**config.mk**
```make
export PLATFORM = sky130hd
export DESIGN_NAME = arm_instr_encoder
export DESIGN_NICKNAME = d
export VERILOG_FILES = /design/src/rtl/arm_instr_encoder.sv
export SDC_FILE = /design/constraint.sdc
export NUM_CORES = 1
export LEC_CHECK = 0
export ABC_AREA = 1
export CAP_MARGIN = 0
export CORE_AREA = 5 5 132 134
export DETAILED_ROUTE_END_ITERATION = 8
export DIE_AREA = 0 0 137 139
export PLACE_DENSITY = 0.83
export SYNTH_ARGS = -nofsm -noshare
export SYNTH_HDL_FRONTEND = slang
export SYNTH_SLANG_ARGS = --single-unit
export TNS_END_PERCENT = 100
```
**constraint.sdc**
```tcl
create_clock -name clk -period 7.5 [get_ports clk]
set_clock_uncertainty 0.1 [all_clocks]
set_input_delay 1.5 -clock clk [delete_from_list [all_inputs] [get_ports clk]]
set_output_delay 1.5 -clock clk [all_outputs]
set_load 0.01 [all_outputs]
```
**src/rtl/arm_instr_encoder.sv**
```systemverilog
// rtl/arm_instr_encoder.sv - packs field-level ARM instruction requests into 32-bit words with sequential addresses
module arm_instr_encoder #(
    parameter int                ADDR_W    = 32,
    parameter logic [ADDR_W-1:0] BASE_ADDR = '0
) (
    input  logic              clk,
    input  logic              reset,
    input  logic              req_valid,
    output logic              req_ready,
    input  logic [1:0]        req_op,
    input  logic [3:0]        req_cond,
    input  logic [3:0]        req_cmd,
    input  logic              req_s,
    input  logic [3:0]        req_rn,
    input  logic [3:0]        req_rd,
    input  logic [3:0]        req_rm,
    input  logic [1:0]        req_sh,
    input  logic [4:0]        req_shamt,
    input  logic              req_useimm,
    input  logic [31:0]       req_imm32,
    input  logic              req_u,
    input  logic              req_b,
    input  logic              req_l,
    input  logic [11:0]       req_imm12,
    input  logic              req_link,
    input  logic [23:0]       req_imm24,
    output logic              out_valid,
    input  logic              out_ready,
    output logic [31:0]       out_instr,
    output logic [ADDR_W-1:0] out_addr,
    output logic              enc_err
);

    typedef enum logic [1:0] {IDLE, SEARCH, EMIT, ERR} state_t;

    state_t      state;
    logic [3:0]  rot;
    logic [3:0]  l_cond;
    logic [3:0]  l_cmd;
    logic [3:0]  l_rn;
    logic [3:0]  l_rd;
    logic        l_s;
    logic [31:0] l_imm;

    logic        s_eff;
    logic [5:0]  rol_amt;
    logic [31:0] rol_v;

    // Compare-type commands (TST/TEQ/CMP/CMN) only exist to set flags.
    assign s_eff   = req_s || (req_cmd[3:2] == 2'b10);
    assign rol_amt = {1'b0, rot, 1'b0};
    assign rol_v   = (l_imm << rol_amt) | (l_imm >> (6'd32 - rol_amt));

    always_ff @(posedge clk or posedge reset) begin
        if (reset) begin
            state     <= IDLE;
            req_ready <= 1'b1;
            out_valid <= 1'b0;
            out_instr <= '0;
            out_addr  <= BASE_ADDR;
            enc_err   <= 1'b0;
            rot       <= '0;
            l_cond    <= '0;
            l_cmd     <= '0;
            l_rn      <= '0;
            l_rd      <= '0;
            l_s       <= 1'b0;
            l_imm     <= '0;
        end else begin
            case (state)
                IDLE: begin
                    if (req_valid) begin
                        l_cond    <= req_cond;
                        l_cmd     <= req_cmd;
                        l_rn      <= req_rn;
                        l_rd      <= req_rd;
                        l_s       <= s_eff;
                        l_imm     <= req_imm32;
                        rot       <= '0;
                        req_ready <= 1'b0;
                        case (req_op)
                            2'b00: begin
                                if (req_useimm) begin
                                    state <= SEARCH;
                                end else begin
                                    out_instr <= {req_cond, 2'b00, 1'b0, req_cmd, s_eff, req_rn, req_rd,
                                                  req_shamt, req_sh, 1'b0, req_rm};
                                    out_valid <= 1'b1;
                                    state     <= EMIT;
                                end
                            end
                            2'b01: begin
                                out_instr <= {req_cond, 2'b01, 1'b0, 1'b1, req_u, req_b, 1'b0, req_l,
                                              req_rn, req_rd, req_imm12};
                                out_valid <= 1'b1;
                                state     <= EMIT;
                            end
                            2'b10: begin
                                out_instr <= {req_cond, 3'b101, req_link, req_imm24};
                                out_valid <= 1'b1;
                                state     <= EMIT;
                            end
                            default: begin
                                enc_err <= 1'b1;
                                state   <= ERR;
                            end
                        endcase
                    end
                end
                SEARCH: begin
                    // Rotations are tried in increasing order so the smallest legal one wins.
                    if (rol_v[31:8] == 24'd0) begin
                        out_instr <= {l_cond, 2'b00, 1'b1, l_cmd, l_s, l_rn, l_rd, rot, rol_v[7:0]};
                        out_valid <= 1'b1;
                        state     <= EMIT;
                    end else if (rot == 4'd15) begin
                        enc_err <= 1'b1;
                        state   <= ERR;
                    end else begin
                        rot <= rot + 4'd1;
                    end
                end
                EMIT: begin
                    if (out_ready) begin
                        out_valid <= 1'b0;
                        out_addr  <= out_addr + ADDR_W'(4);
                        req_ready <= 1'b1;
                        state     <= IDLE;
                    end
                end
                ERR: begin
                    enc_err   <= 1'b0;
                    req_ready <= 1'b1;
                    state     <= IDLE;
                end
                default: state <= IDLE;
            endcase
        end
    end

endmodule

```
==> results.sh <==
export IMPL_vias=7989
export IMPL_r2r_setup_slack_ns=3.26
export IMPL_seq_area_frac_synth=0.3827
export IMPL_ctsHoldBuffers=0
export IMPL_yosys_register_bits=120
export IMPL_synth_cell_type_count=49
export IMPL_grt_pass1_wl_mm=38.16
export IMPL_die_area_sq_um=19040
export IMPL_timing_final_crit_period_ns=4.245
export IMPL_cts_buffer_depth=2
export IMPL_die_h_microns=139
export IMPL_seq_area_sq_um=3004
export IMPL_synthFlopType="dfrtp_1"
export IMPL_layout_drive_gt1_share=0.08063
export IMPL_p_leak_uw=0.004986
export IMPL_max_clock_freq_ghz=0.2356
export IMPL_rr_worst_depth=18
export IMPL_slew_violations=0
export IMPL_routedWlPerCell_microns=15.44
export IMPL_drc=0
export IMPL_antenna_found_initial=0
export IMPL_cts_resized=0
export IMPL_gr_total_overflow=0
export IMPL_track_usage=0.2439
export IMPL_endpoint_kind="register"
export IMPL_status="finished, final reports clean"
export IMPL_io_pins=174
export IMPL_postSynthCellCount=1104
export IMPL_clock_latency_ns=0.41
export IMPL_fin_util=0.6303
export IMPL_rsz0062_at_grt="no"
export IMPL_cp_startpoint="rot[1]"
export IMPL_syn_area_sq_um=7850
export IMPL_synth_edf_count=0
export IMPL_post_cts_buffers=0
export IMPL_crit_path_end="out_instr[29]"
export IMPL_core_sq_um=16170
export IMPL_syn2layout_area_growth_pct=29.85
export IMPL_cts_root_buf="clkbuf_16"
export IMPL_synth_top_cell_by_area="dfrtp_1"
export IMPL_fillers=1409
export IMPL_yosysTopAreaCellShare=0.3793
export IMPL_clkSlewWorstSetupHoldPaths_ns=0.06
export IMPL_drv_cap=0
export IMPL_cts_made_buffers=17
export IMPL_cts_tree="yes"
export IMPL_tightestPinTransition_ns=0.8925
export IMPL_antennaDiodeCount=0
export IMPL_route_detailed_vias_per_inst=5.380
export IMPL_fin_ws_ns=3.255
export IMPL_ant_nets=0
export IMPL_grt_pass1_vias=7876
export IMPL_die_w_microns=137
export IMPL_arrival_ns=4.42
export IMPL_port_buffers=171
export IMPL_power_density_nw_per_um2=407.7
export IMPL_ys_warn_count=0
export IMPL_row_count=47
export IMPL_hold_viol=0
export IMPL_drt_first_pass_iters=6
export IMPL_syn_area_per_cell_sq_um=7.111
export IMPL_rr_startpoint="rot[1]"
export IMPL_cts_max_level=4
export IMPL_finalHoldWorstSlack_ns=0.3739
export IMPL_critical_path_class="register to register"
export IMPL_cp_max_fo=61
export IMPL_power_uw=4155
export IMPL_critPathLaunchType="register"
export IMPL_grt_max_degree=66
export IMPL_r2r_end="out_instr[29]"
export IMPL_dp_slack_ns=3.116
export IMPL_finalSetupViolCount=0
export IMPL_hpwl_mm=16.44
export IMPL_wirelength_mm=22.93
export IMPL_drt_iter0_markers=634
export IMPL_nets=1367
export IMPL_fin_setup_tns_ns=0
export IMPL_crit_required_ns=7.68
export IMPL_cts_sink_count=120
export IMPL_timing_final_crit_share=0.5660
export IMPL_slew_headroom=0.4043
export IMPL_synth_async_reset_ratio=1.000
export IMPL_synth_area_leaders="dfrtp_1 (38%), nand2_1 (21%), nand3_1 (7.2%), o21ai_2 (3.3%), nor2_1 (3.3%)"
export IMPL_ir_drop_mv=0.2339
export IMPL_hp_class="register to register"
export IMPL_multi_input_comb_area_sq_um=4293
export IMPL_place_congestion=0.9734
export IMPL_initial_utilization=0.4854
==> kinds of logic after synthesis <==
| family | Yosys count | synth area share |
|---|---|---|
| mux | 12 | 0.01530 |
| simple gates | 674 | 0.3632 |
| flops | 120 | 0.3827 |
| other cells | 1 | 0.0004777 |
| fa+ha+maj | 8 | 0.01275 |
| buf+inv | 116 | 0.07252 |
| xor+xnor | 28 | 0.03363 |
| compound gates | 145 | 0.1194 |
==> flip-flops by register name, summed over array words and instances (netlist names) <==
register   count
rot            4
l_cond         4
l_rn           4
l_rd           4
l_s            1
l_cmd          4
req_ready      1
out_addr      30
out_instr     32
state          2
enc_err        1
l_imm         32
out_valid      1
==> placed cells by master, fill, tap and decap left out, drive strengths merged, types with 4 or more instances in the layout <==
| cell type | netlist | layout |
|---|---|---|
| xnor2 | 6 | 6 |
| dfrtp | 119 | 119 |
| a22oi | 4 | 4 |
| a21oi | 27 | 27 |
| nand2 | 445 | 445 |
| and2 | 5 | 5 |
| inv | 64 | 73 |
| buf | 25 | 6 |
| clkbuf | 24 | 17 |
| clkinv | 3 | 6 |
| nand4 | 19 | 19 |
| xor2 | 22 | 22 |
| mux2i | 12 | 12 |
| a221oi | 5 | 5 |
| nand3b | 4 | 4 |
| ha | 8 | 8 |
| nor4 | 4 | 4 |
| o21ai | 88 | 88 |
| clkdlybuf4s50 | 0 | 171 |
| nor2 | 73 | 73 |
| nor3 | 10 | 10 |
| o211ai | 5 | 5 |
| nand3 | 113 | 113 |
==> through the flow <==
| stage | instance area, sq um | std cells |
|---|---|---|
| 2_1_floorplan | 7854 | 1105 |
| 3_3_place_gp | 9588 | 1453 |
| 3_5_place_dp | 9588 | 1453 |
| 4_1_cts | 10190 | 1485 |
| 5_1_grt | 10190 | 1485 |
| 6_report | 10190 | 1485 |
==> power by group <==
part,internal [uW],switching [uW],leakage [uW]
clock,503,337,0.000296
sequential,887,177,0.00152
combinational,835,1420,0.00317
total,2230,1930,0.00499
==> critical path, cell delays in order, from the launching register on <==
cell and delay, ns:
dfrtp_1 0.38, inv_1 0.56, ha_1 0.38, inv_1 0.65
nand3_1 0.18, o21ai_1 0.17, nand2_1 0.08, nand2_1 0.11
nand2_1 0.06, nor2_1 0.10, nand2_1 0.07, nand2_1 0.06
nand2_1 0.06, nor2_2 0.11, nand2_2 0.11, nand2_4 0.10
nand2_4 0.43, nand2_1 0.27, o21ai_2 0.07
==> cell usage after synthesis, types with 5 or more instances <==
cell type / count
a21oi_1: 26
a221oi_1: 5
and2_1: 5
buf_2: 7
buf_6: 14
clkbuf_1: 24
dfrtp_1: 119
ha_1: 8
inv_1: 60
mux2i_1: 12
nand2_1: 430
nand2_2: 13
nand3_1: 113
nand4_1: 19
nor2_1: 68
nor2_2: 5
nor3_1: 9
o211ai_1: 5
o21ai_0: 48
o21ai_1: 10
o21ai_2: 30
xnor2_1: 5
xor2_1: 22
==> layer usage <==
layer,GRT usage,part of all wire
met5,0,0
met1,0.3282,0.43
met4,0.07038,0.019
met3,0.06676,0.092
met2,0.3850,0.46
==> cell type report <==
type,instances,share of cell area
Clock buffer,17,0.04173
Timing Repair Buffer,177,0.1723
Tap cell,220,0.02700
Sequential cell,120,0.2947
Clock inverter,15,0.01768
Multi-Input combinational cell,869,0.4211
Inverter,67,0.02541
==> worst min-delay path by stage <==
stage	cells after the start	end	startpoint	slack (ns)
CTS	2	l_cond[0]	l_cond[0]	0.38
floorplan	2	l_cond[0]	l_cond[0]	0.34
detailed placement	2	l_cond[0]	l_cond[0]	0.36
global placement	2	out_instr[26]	out_instr[26]	0.35
global route	2	out_instr[26]	out_instr[26]	0.39
finish	2	l_cond[3]	l_cond[3]	0.37
Note: power is estimated with default switching activity, not from simulation.
